$ cat src/rtl/reg_sel_sequencer.sv
// reg_sel_sequencer
//
// Register-select unit for the processor datapath. It replaces the purely
// combinational register decoder in the control path with:
//   - a registered one-hot read select that drives the bus (1 cycle latency),
//   - a timed one-hot write-enable strobe, run by a small write FSM under a
//     four-phase req/ack handshake,
//   - flags for invalid/protected write addresses and read/write collisions.
//
// Decode rule: address a with 1 <= a <= NUM_REGS sets bit (NUM_REGS - a), so
// address 1 is the MSB. Address 0 and a > NUM_REGS decode to all-zero.
//
// Optional build macro: REG_SEL_WPROT_EN
//   Defined   -> adds input wprot_mask; a write whose decoded one-hot hits a
//                set mask bit is rejected like an invalid address.
//   Undefined -> no wprot_mask port; every valid address is writable.
//
// Parameters:
//   NUM_REGS       number of addressable registers (one-hot width),
//                  NUM_REGS <= 2**ADDR_W - 1
//   ADDR_W         address width
//   STROBE_CYCLES  cycles wr_en is held per write (1..15)
//
// Ports:
//   clk        in   system clock, rising edge
//   reset      in   asynchronous active-high reset
//   rd_addr    in   register address driving the bus
//   wr_addr    in   register address to write, sampled with wr_req in IDLE
//   wr_req     in   write request (four-phase)
//   wprot_mask in   per-register write protect (REG_SEL_WPROT_EN only)
//   wr_ack     out  write complete / acknowledge
//   wr_busy    out  write FSM not IDLE
//   rd_sel     out  registered one-hot read select
//   wr_en      out  one-hot write-enable strobe
//   addr_err   out  last write rejected (invalid or protected), valid with wr_ack
//   rw_hazard  out  rd_sel and wr_en select the same register this cycle
//   dbg_state  out  write FSM state (00 IDLE, 01 STROBE, 10 ACK)
//
// Handshake (four-phase): the requester raises wr_req with wr_addr stable;
// the unit samples both only in IDLE, performs the strobe, then raises
// wr_ack (with addr_err). The requester drops wr_req; the unit drops wr_ack
// on the edge that samples wr_req=0 and returns to IDLE. A new request is
// taken only from IDLE, so there is at least one IDLE cycle between writes.
module reg_sel_sequencer #(
  parameter int NUM_REGS      = 14,
  parameter int ADDR_W        = 4,
  parameter int STROBE_CYCLES = 1
) (
  input  logic                clk,
  input  logic                reset,
  input  logic [ADDR_W-1:0]   rd_addr,
  input  logic [ADDR_W-1:0]   wr_addr,
  input  logic                wr_req,
`ifdef REG_SEL_WPROT_EN
  input  logic [NUM_REGS-1:0] wprot_mask,
`endif
  output logic                wr_ack,
  output logic                wr_busy,
  output logic [NUM_REGS-1:0] rd_sel,
  output logic [NUM_REGS-1:0] wr_en,
  output logic                addr_err,
  output logic                rw_hazard,
  output logic [1:0]          dbg_state
);

  localparam logic [1:0] ST_IDLE   = 2'd0;
  localparam logic [1:0] ST_STROBE = 2'd1;
  localparam logic [1:0] ST_ACK    = 2'd2;

  localparam logic [3:0] CNT_LOAD = 4'(STROBE_CYCLES - 1);

  function automatic logic [NUM_REGS-1:0] decode(input logic [ADDR_W-1:0] a);
    logic [NUM_REGS-1:0] v;
    v = '0;
    for (int i = 0; i < NUM_REGS; i++) begin
      if (32'(a) == (NUM_REGS - i)) v[i] = 1'b1;
    end
    return v;
  endfunction

  logic [1:0]          r_state;
  logic [3:0]          r_cnt;
  logic [NUM_REGS-1:0] r_rd_sel;
  logic [NUM_REGS-1:0] r_wr_en;
  logic                r_err;
  logic                r_hazard;

  logic [1:0]          w_state_nxt;
  logic [3:0]          w_cnt_nxt;
  logic [NUM_REGS-1:0] w_rd_sel_nxt;
  logic [NUM_REGS-1:0] w_wr_en_nxt;
  logic                w_err_nxt;
  logic [NUM_REGS-1:0] w_wr_dec;
  logic                w_wr_ok;

  assign w_rd_sel_nxt = decode(rd_addr);
  assign w_wr_dec     = decode(wr_addr);

  // An all-zero decode means the address is out of range.
`ifdef REG_SEL_WPROT_EN
  assign w_wr_ok = (|w_wr_dec) && !(|(w_wr_dec & wprot_mask));
`else
  assign w_wr_ok = |w_wr_dec;
`endif

  always_comb begin
    w_state_nxt = r_state;
    w_cnt_nxt   = r_cnt;
    w_wr_en_nxt = r_wr_en;
    w_err_nxt   = r_err;
    case (r_state)
      ST_IDLE: begin
        if (wr_req) begin
          if (w_wr_ok) begin
            // The decoded one-hot is the latched write address; later
            // wr_addr changes cannot disturb the strobe.
            w_state_nxt = ST_STROBE;
            w_wr_en_nxt = w_wr_dec;
            w_cnt_nxt   = CNT_LOAD;
          end else begin
            w_state_nxt = ST_ACK;
            w_err_nxt   = 1'b1;
          end
        end
      end
      ST_STROBE: begin
        if (r_cnt == 4'd0) begin
          w_wr_en_nxt = '0;
          w_state_nxt = ST_ACK;
        end else begin
          w_cnt_nxt = r_cnt - 4'd1;
        end
      end
      ST_ACK: begin
        if (!wr_req) begin
          w_state_nxt = ST_IDLE;
          w_err_nxt   = 1'b0;
        end
      end
      default: begin
        w_state_nxt = ST_IDLE;
        w_cnt_nxt   = 4'd0;
        w_wr_en_nxt = '0;
        w_err_nxt   = 1'b0;
      end
    endcase
  end

  always_ff @(posedge clk or posedge reset) begin
    if (reset) begin
      r_state  <= ST_IDLE;
      r_cnt    <= 4'd0;
      r_rd_sel <= '0;
      r_wr_en  <= '0;
      r_err    <= 1'b0;
      r_hazard <= 1'b0;
    end else begin
      r_state  <= w_state_nxt;
      r_cnt    <= w_cnt_nxt;
      r_rd_sel <= w_rd_sel_nxt;
      r_wr_en  <= w_wr_en_nxt;
      r_err    <= w_err_nxt;
      // Computed from next-state values so the flag lines up with the
      // registered rd_sel/wr_en it describes.
      r_hazard <= |(w_rd_sel_nxt & w_wr_en_nxt);
    end
  end

  assign rd_sel    = r_rd_sel;
  assign wr_en     = r_wr_en;
  assign wr_ack    = (r_state == ST_ACK);
  assign wr_busy   = (r_state != ST_IDLE);
  assign addr_err  = r_err;
  assign rw_hazard = r_hazard;
  assign dbg_state = r_state;

endmodule

$ cat config.mk
export PLATFORM = sky130hd
export DESIGN_NAME = reg_sel_sequencer
export DESIGN_NICKNAME = d
export VERILOG_FILES = /design/src/rtl/reg_sel_sequencer.sv
export SDC_FILE = /design/constraint.sdc
export NUM_CORES = 1
export LEC_CHECK = 0
export ABC_AREA = 0
export ABC_CLOCK_PERIOD_IN_PS = 2060
export BUFFER_PORTS_ARGS = -buffer_cell sky130_fd_sc_hd__buf_2
export CORE_MARGIN = 5
export CORE_UTILIZATION = 53
export DETAILED_ROUTE_END_ITERATION = 10
export GPL_TIMING_DRIVEN = 0
export HOLD_SLACK_MARGIN = 0.06
export PLACE_DENSITY_LB_ADDON = 0.15
export SLEW_MARGIN = 40
export SYNTH_ARGS = -nofsm -noshare
export SYNTH_HDL_FRONTEND = slang
export SYNTH_SLANG_ARGS = --single-unit
$ cat constraint.sdc
create_clock -name clk -period 2.06 [get_ports clk]
set_input_delay 0.103 -clock clk [delete_from_list [all_inputs] [get_ports clk]]
set_output_delay 0.103 -clock clk [all_outputs]
set_load 0.03 [all_outputs]
# Yosys cells after proc, flatten, opt, wreduce, memory -nomap -nowiden
# Cells that the tools add are included.
# word_totals
elab_cells,99
out_inout_bits,34
regBits,36
in_bits,11
# classes
reduce_logical,8
muxes,45
eq_ne,36
bitwise_logic,3
addsub,1
# op_table
cell,count
"4-bit equality test, second input constant",14
14-bit two-way mux,3
14-bit case mux with 3 select lines,1
"4-bit by 3-bit equality test with 1-bit output, second input constant",8
1-bit two-way mux,31
14-bit OR reduction,2
"4-bit by 2-bit equality test with 1-bit output, second input constant",4
14-bit AND,1
4-bit two-way mux,3
"2-bit != test, second input constant",6
4-bit case mux with 3 select lines,1
"4-bit by 1-bit equality test with 1-bit output, second input constant",2
2-bit two-way mux,4
4-bit AND reduction,2
2-bit case mux with 3 select lines,1
4-bit zero test,1
"4-bit by 1-bit subtractor with 4-bit output, second input constant",1
1-bit case mux with 3 select lines,1
3-bit AND reduction,1
"2-bit by 1-bit equality test with 1-bit output, second input constant",1
"2-bit equality test, second input constant",1
2-bit zero test,1
1-bit NOT,2
2-bit nonzero test,1

# Logic depth before layout (Yosys ltp)
# Gate-level depths: netlist (run 1).
# depth
depth_word,8
mapped_depth,7
mapped_depth_nobuf,7

# Least setup slack after synthesis (run 1)
# Ideal clock, no wire load.
# synth_timing
kind,reg-to-reg
start,"register r_state[1], in the netlist dbg_state[1]"
end,"register r_hazard, in the netlist rw_hazard"
setup_slack_ns,-0.010
t_arrival_ns,1.933
setup_ns,0.138
required_time_ns,1.922
stages_incl_launch_ff,8
path_buffers,2
synth_period_minus_slack_ns,2.070
path_cell_list,dfrtp_1 > buf_6 > or3b_1 > buf_4 > nor3_4 > mux2_2 > a32oi_1 > nand4_1
# synth_via
elab_chain_len,4
word_cells_on_any_way,6
classes_between,eq/ne (2); mux (1); bitwise (1); reduce/logical (2)
# synth_rtl
item,line,rtl
from (decl),81,logic [1:0] r_state;
from (signal assigned),158,r_state <= w_state_nxt;
"2-bit equality test, or another cell as far along",111,case (r_state)
14-bit case mux with 3 select lines *,111,
14-bit AND *,165,r_hazard <= |(w_rd_sel_nxt & w_wr_en_nxt);
14-bit OR reduction *,165,
to (signal assigned),165,
to (decl),86,logic r_hazard;
# Mark *: on every way between the ends. The rest lies on a longest branch, timed or not.
# A chain may end at the register's enable or synchronous reset.

# Worst setup path after layout (run 1)
# Ends and elaborated chain as after synthesis.

==> results of run 1 <==
## stage by stage
stage	util (%)	area, um^2	hold slack, ns
floorplan	-	1840	0.186
global placement	63.4	2120	0.349
detailed placement	63.4	2120	0.270
CTS	65.8	2200	0.0681
global route	66.8	2230	0.0691
finish	66.8	2230	0.0753
## power breakdown
| group | switching, mW | leakage (nW) | internal [mW] |
|---|---|---|---|
| clock | 0.222 | 0.0326 | 0.168 |
| sequential | 0.0509 | 0.492 | 0.758 |
| combinational | 0.392 | 0.583 | 0.200 |
| total | 0.665 | 1.11 | 1.13 |
## layer usage
| metal | track usage, % | up-vias | wire length [um] |
|---|---|---|---|
| li1 | - | 787 | - |
| met1 | 30.1 | 777 | 2060 |
| met2 | 28.8 | 51 | 1900 |
| met3 | 5.51 | 5 | 341 |
| met4 | 5.84 | 0 | 46 |
| met5 | 0 | - | 0 |
## registers in the layout, indices dropped and copies added, names as in the netlist
signal     count
addr_err       1
dbg_state      2
r_cnt          4
rd_sel        14
rw_hazard      1
wr_en         14
## Yosys cell counts, drive strengths merged, types with 5 or more instances
library cell	n
a21oi	6
o21ai	11
nand2	20
buf	10
nand2b	12
nand3	5
nor2	16
dfrtp	36
nor3	10
## cells in the final DEF (no fill, tap or decap), types with 4 or more instances in the layout
cell / Yosys / routed
nor2b_1: 4 / 4
buf_2: 5 / 48
nor2_1: 15 / 15
a21oi_1: 6 / 6
nand2_1: 20 / 20
nand2b_1: 12 / 12
clkbuf_4: 0 / 5
dfrtp_1: 36 / 34
buf_4: 2 / 4
a32o_1: 4 / 4
clkbuf_1: 2 / 4
nand3_1: 5 / 5
o31ai_1: 4 / 4
o21ai_0: 11 / 11
nor3_1: 9 / 9
## layout make-up
| cell class | count | area share, % |
|---|---|---|
| flip-flops and latches | 36 | 40.5 |
| multi-input cells | 135 | 38.8 |
| repair buffers | 50 | 12.3 |
| clock buffers | 8 | 2.64 |
| well taps | 46 | 2.58 |
| plain buffers | 10 | 2.41 |
| inverters | 4 | 0.730 |
## path summary, 6_finish.rpt
kind	slack, ns	to	depth (start not counted)
max in group asynchronous	1.32	dbg_state[0]$_DFFE_PP0P_	3
max	0.06	rw_hazard$_DFF_PP0_	6
min reg2reg	0.50	addr_err$_DFFE_PP0P_	2
max reg2reg	0.06	rw_hazard$_DFF_PP0_	6
min	0.08	rd_sel[11]$_DFF_PP0_	2
min in group asynchronous	0.34	r_cnt[2]$_DFFE_PP0P_	3
## repair_timing
action | CTS | global route
endpoints found under the setup margin | 0 | 1
gates resized for setup | 0 | 3
endpoints found under the hold margin | 37 | 0
buffers inserted | 0 | 4
hold buffers | 2 | 0
## cells by family (layout without fill, tap and decap cells)
kind of cell	count (synthesis)	after routing	synth area share [%]
AOI/OAI and AO/OA	38	38	13.8
xor gates and xnor gates	2	2	0.954
adders and majority gates	2	2	1.36
buffers and inverters	16	72	4.43
DFF	36	36	49.0
muxes	4	4	2.25
and+or+nand+nor	89	89	28.1
==> results.json, run 1 <==
{
  "status": "finished clean",
  "synth_top_cell_area_share_pct": 49.0,
  "hold_viol": 0,
  "rows": 21,
  "port_buffers": 44,
  "finalSetupTns_ns": 0,
  "tightest_slew_ns": 0.602,
  "max_freq_mhz": 500,
  "clk_pin_slew_ns": 0.11,
  "multi_input_area_um2": 865,
  "synth_seq_cells": 36,
  "synth_edf_count": 0,
  "leakage_nw": 1.11,
  "hold_start": "rd_addr[0]",
  "fin_crit_sh_pct": 97.1,
  "ant_nets": 0,
  "grt_pass1_wl_um": 7020,
  "worst_path_max_delay_cell": "dfrtp_2",
  "die_w_um": 68.9,
  "regArea_um2": 903,
  "viasPerCell": 5.61,
  "drt_pass1_iterations": 5,
  "ys_warn_count": 0,
  "antenna_cells": 0,
  "start_kind": "register",
  "gp_congestion": 0.828,
  "ys_seq_area_share_pct": 49.0,
  "arrival_ns": 2.20,
  "cts_made_buffers": 5,
  "grt_overflow": 0,
  "syn_inst": 187,
  "hold_path_class": "input port to register",
  "synth_area_leaders": "dfrtp_1 49%, nand2_1 4.1%, nand2b_1 4.1%",
  "cap_violations": 0,
  "slew_headroom_pct": 59.8,
  "finalNetCount": 255,
  "drcViolationCount": 0,
  "initial_core_util_pct": 55.0,
  "finClkSkew_ns": 0.0144,
  "detailedPlace.worstSlack_ns": 0.0356,
  "dp.cells": 277,
  "htreeDepth": 2,
  "grt_start_max_net_pins": 37,
  "regToRegStartpoint": "dbg_state[1]$_DFFE_PP0P_",
  "worstSetupPathType": "register to register",
  "finalSetupViolCount": 0,
  "die_height_um": 68.9,
  "p_total_mw": 1.79,
  "stdcell_count": 289,
  "worstSkewPairLatency_ns": 0.34,
  "core_region_area_um2": 3340,
  "clock-sinks": 36,
  "netlist-cell-type-count": 49,
  "vias": 1620,
  "startpoint": "dbg_state[1]$_DFFE_PP0P_",
  "ir_drop_mv": 0.514,
  "yosys.area.top_type": "dfrtp_1",
  "area_growth_pct": 21.4,
  "finalCriticalPeriod_ns": 2.00,
  "yosys_most_used_dff": "dfrtp_1",
  "cp_cell_sequence": "or3b_1 > buf_6 > nor3_4 > mux2_4 > a32oi_1 > nand4_1",
  "synth-async-reset-ratio_pct": 100,
  "cpPeakStageDelay_ns": 0.48,
  "io_pins": 45,
  "slew_viol_final": 0,
  "detailed_place_hpwl_um": 3090,
  "design.die.area_um2": 4740,
  "grt_usage_pct": 20.3,
  "fill_cells": 284,
  "drive_above_1_share_pct": 28.4,
  "grt_pass1_vias": 1432,
  "fin_ws_ns": 0.0593,
  "mappedNetlistNets": 200,
  "required_ns": 2.26,
  "crit_path_max_fanout": 9,
  "wire_per_inst_um": 15.0,
  "routed_wirelength_um": 4340,
  "crit_family": "simple AND/OR/NAND/NOR gates",
  "clockBufferDepth": 2,
  "cellPowerDensity_nw_per_um2": 803,
  "synth_area_per_cell_um2": 9.82,
  "antenna_found_initial": 0,
  "cp.buffers_inverters": 1,
  "cts-root-buf": "clkbuf_4",
  "cts_tree": "built",
  "initialDrtViolationCount": 122,
  "endpoint_kind": "register",
  "netlist_area_um2": 1840
}
Note: power is estimated with default switching activity, not from simulation.
==> inputs of run 2 (changes only) <==
- CORE_MARGIN: 5 -> 1.5
- CORE_UTILIZATION: 53 -> 55
- CTS_BUF_LIST: unset -> sky130_fd_sc_hd__clkbuf_8
==> run 2 against run 1 <==
  * Worst setup slack lost 0.0012 ns
  * Combinational power rose by 10%
  * Non-clock buffer count grew 2
  * Die area is 22% lower
  * Clock skew shrank 0.0067 ns
  * Core utilization rose by 6.5 points
  * Wire length grew 7.9%
  * Critical path depth is the same
  * Register-to-register slack about the same
  * Critical path type unchanged
  * Largest cell class unchanged
==> results.json, run 2 (synthesis results as in run 1) <==
{
  "wl_met1_um": 2000,
  "finalSetupViolCount": 0,
  "design.die.area_um2": 3700,
  "regToRegEndpoint": "rw_hazard$_DFF_PP0_",
  "htreeDepth": 2,
  "viasPerCell": 6.07,
  "die_w_um": 60.8,
  "cts-root-buf": "clkbuf_8",
  "finClkSkew_ns": 0.00765,
  "vias": 1748,
  "regToRegStartpoint": "dbg_state[1]$_DFFE_PP0P_",
  "slew_headroom_pct": 59.5,
  "finalNetCount": 257,
  "final_cell_mix": "48 x buf_2, 34 x dfrtp_1, 20 x nand2_1",
  "tightest_slew_ns": 0.606,
  "endpoint_kind": "register",
  "worstSetupPathType": "register to register",
  "grt_start_max_net_pins": 37,
  "ant_nets": 0,
  "grt_pass1_wl_um": 7500,
  "rows": 20,
  "hold_viol": 0,
  "final_util_pct": 73.3,
  "cap_violations": 0,
  "antenna_cells": 0,
  "leakage_nw": 1.12,
  "cts_tree": "built",
  "min_to": "rd_sel[11]$_DFF_PP0_",
  "required_ns": 2.19,
  "min_path_cells": 2,
  "io_pins": 45,
  "clock-sinks": 36,
  "max_freq_mhz": 500,
  "wire_per_inst_um": 16.3,
  "met2_length_um": 2180,
  "initial_core_util_pct": 59.2,
  "power.clock.fraction_pct": 26.8,
  "drive_above_1_share_pct": 30.7,
  "port_buffers": 44,
  "detailed_place_hpwl_um": 3280,
  "r2r_slack_ns": 0.06,
  "cellPowerDensity_nw_per_um2": 871,
  "combPwrFrac_pct": 33.0,
  "clk_pin_slew_ns": 0.07,
  "area_growth_pct": 23.8,
  "finalCriticalPeriod_ns": 2.00,
  "antenna_found_initial": 0,
  "mostFrequentLayoutCell": "buf_2",
  "ir_drop_mv": 0.708,
  "grt_setup_unrepaired": "no",
  "grt_overflow": 0,
  "reg2reg_depth": 6,
  "arrival_ns": 2.13,
  "crit_path_max_fanout": 5,
  "slew_viol_final": 0,
  "die_height_um": 60.8,
  "start_kind": "register",
  "cts_made_buffers": 5,
  "hold_path_class": "input port to register",
  "initialDrtViolationCount": 115,
  "p_int_mw": 1.29,
  "p_sw_uw": 696,
  "grt_usage_pct": 27.6,
  "wl_met3_um": 428,
  "drt_pass1_iterations": 4,
  "core_region_area_um2": 3100,
  "fin_crit_sh_pct": 97.2,
  "routed.top_layer": "met4",
  "clockBufferDepth": 2,
  "worstSkewPairLatency_ns": 0.29,
  "drcViolationCount": 0,
  "gp_congestion": 0.902,
  "p_seq_share_pct": 40.2,
  "status": "finished clean",
  "hold_start": "rd_addr[2]",
  "routed_wirelength_um": 4690,
  "p_total_mw": 1.98,
  "p_sw_share_pct": 35.1,
  "grt_pass1_vias": 1577
}
run 2: changes by cell type in the layout (fill, tap and decap cells not counted), sizes merged:
cell / before / now
buf: 55 / 59
clkbuf: 10 / 9
dlygate4sd3: 2 / 1
dlymetal6s2s: 1 / 0
run 2: area by class of cell:
cell class	count	area, um^2
well taps	44	55.1
clock buffers	7	96.3
plain buffers	10	53.8
multi-input cells	135	867
inverters	4	16.3
fillers	255	828
flip-flops and latches	36	903
repair buffers	52	283
run 2: worst max path at each step:
stage                                        start             endpoint  slack, ns
after floorplan           dbg_state[0]$_DFFE_PP0P_  rw_hazard$_DFF_PP0_       0.03
after global placement    dbg_state[0]$_DFFE_PP0P_  rw_hazard$_DFF_PP0_       0.03
after detailed placement  dbg_state[0]$_DFFE_PP0P_  rw_hazard$_DFF_PP0_      -0.05
after CTS                 dbg_state[1]$_DFFE_PP0P_  rw_hazard$_DFF_PP0_       0.05
after global routing      dbg_state[1]$_DFFE_PP0P_  rw_hazard$_DFF_PP0_      0.008
final                     dbg_state[1]$_DFFE_PP0P_  rw_hazard$_DFF_PP0_       0.06
run 2: per-stage QoR:
stage	cells	hold slack [ns]	setup slack, ns	instance area, um^2	TNS, ns
after CTS	284	0.0671	0.0512	2240	0
after floorplan	187	0.186	0.0285	1840	0
after detailed placement	275	0.269	-0.0499	2110	-0.0499
after global routing	288	0.0861	0.00823	2270	0
after global placement	275	0.341	0.0297	2110	0
final	288	0.0759	0.0580	2270	0
run 2: repair_timing:
action | 4_1_cts | 5_1_grt
endpoints found under the setup margin | 1 | 1
pin swaps | 3 | 0
gates resized for setup | 3 | 1
hold endpoints to repair | 36 | 0
hold buffers | 1 | 0
setup buffers | 3 | 4
run 2: critical path, stage by stage (launching register included):
cell,delay [ns]
dfrtp_2,0.44
or3b_4,0.41
buf_6,0.14
nor3_4,0.22
mux2_4,0.33
a32oi_1,0.17
nand4_1,0.14
run 2: power by group through the flow:
| stage | Clock, mW | Combinational (mW) | Sequential [mW] |
|---|---|---|---|
| after floorplan | 0 | 0.320 | 0.901 |
| after global placement | 0 | 0.569 | 0.796 |
| after detailed placement | 0 | 0.584 | 0.800 |
| after CTS | 0.532 | 0.581 | 0.808 |
| after global routing | 0.552 | 0.704 | 0.802 |
| final | 0.530 | 0.654 | 0.797 |
run 2: metal layers:
metal | track usage [%] | vias to the layer above
li1 | - | 780
met1 | 39.3 | 845
met2 | 42.1 | 112
met3 | 5.54 | 11
met4 | 9.63 | 0
met5 | 0 | -
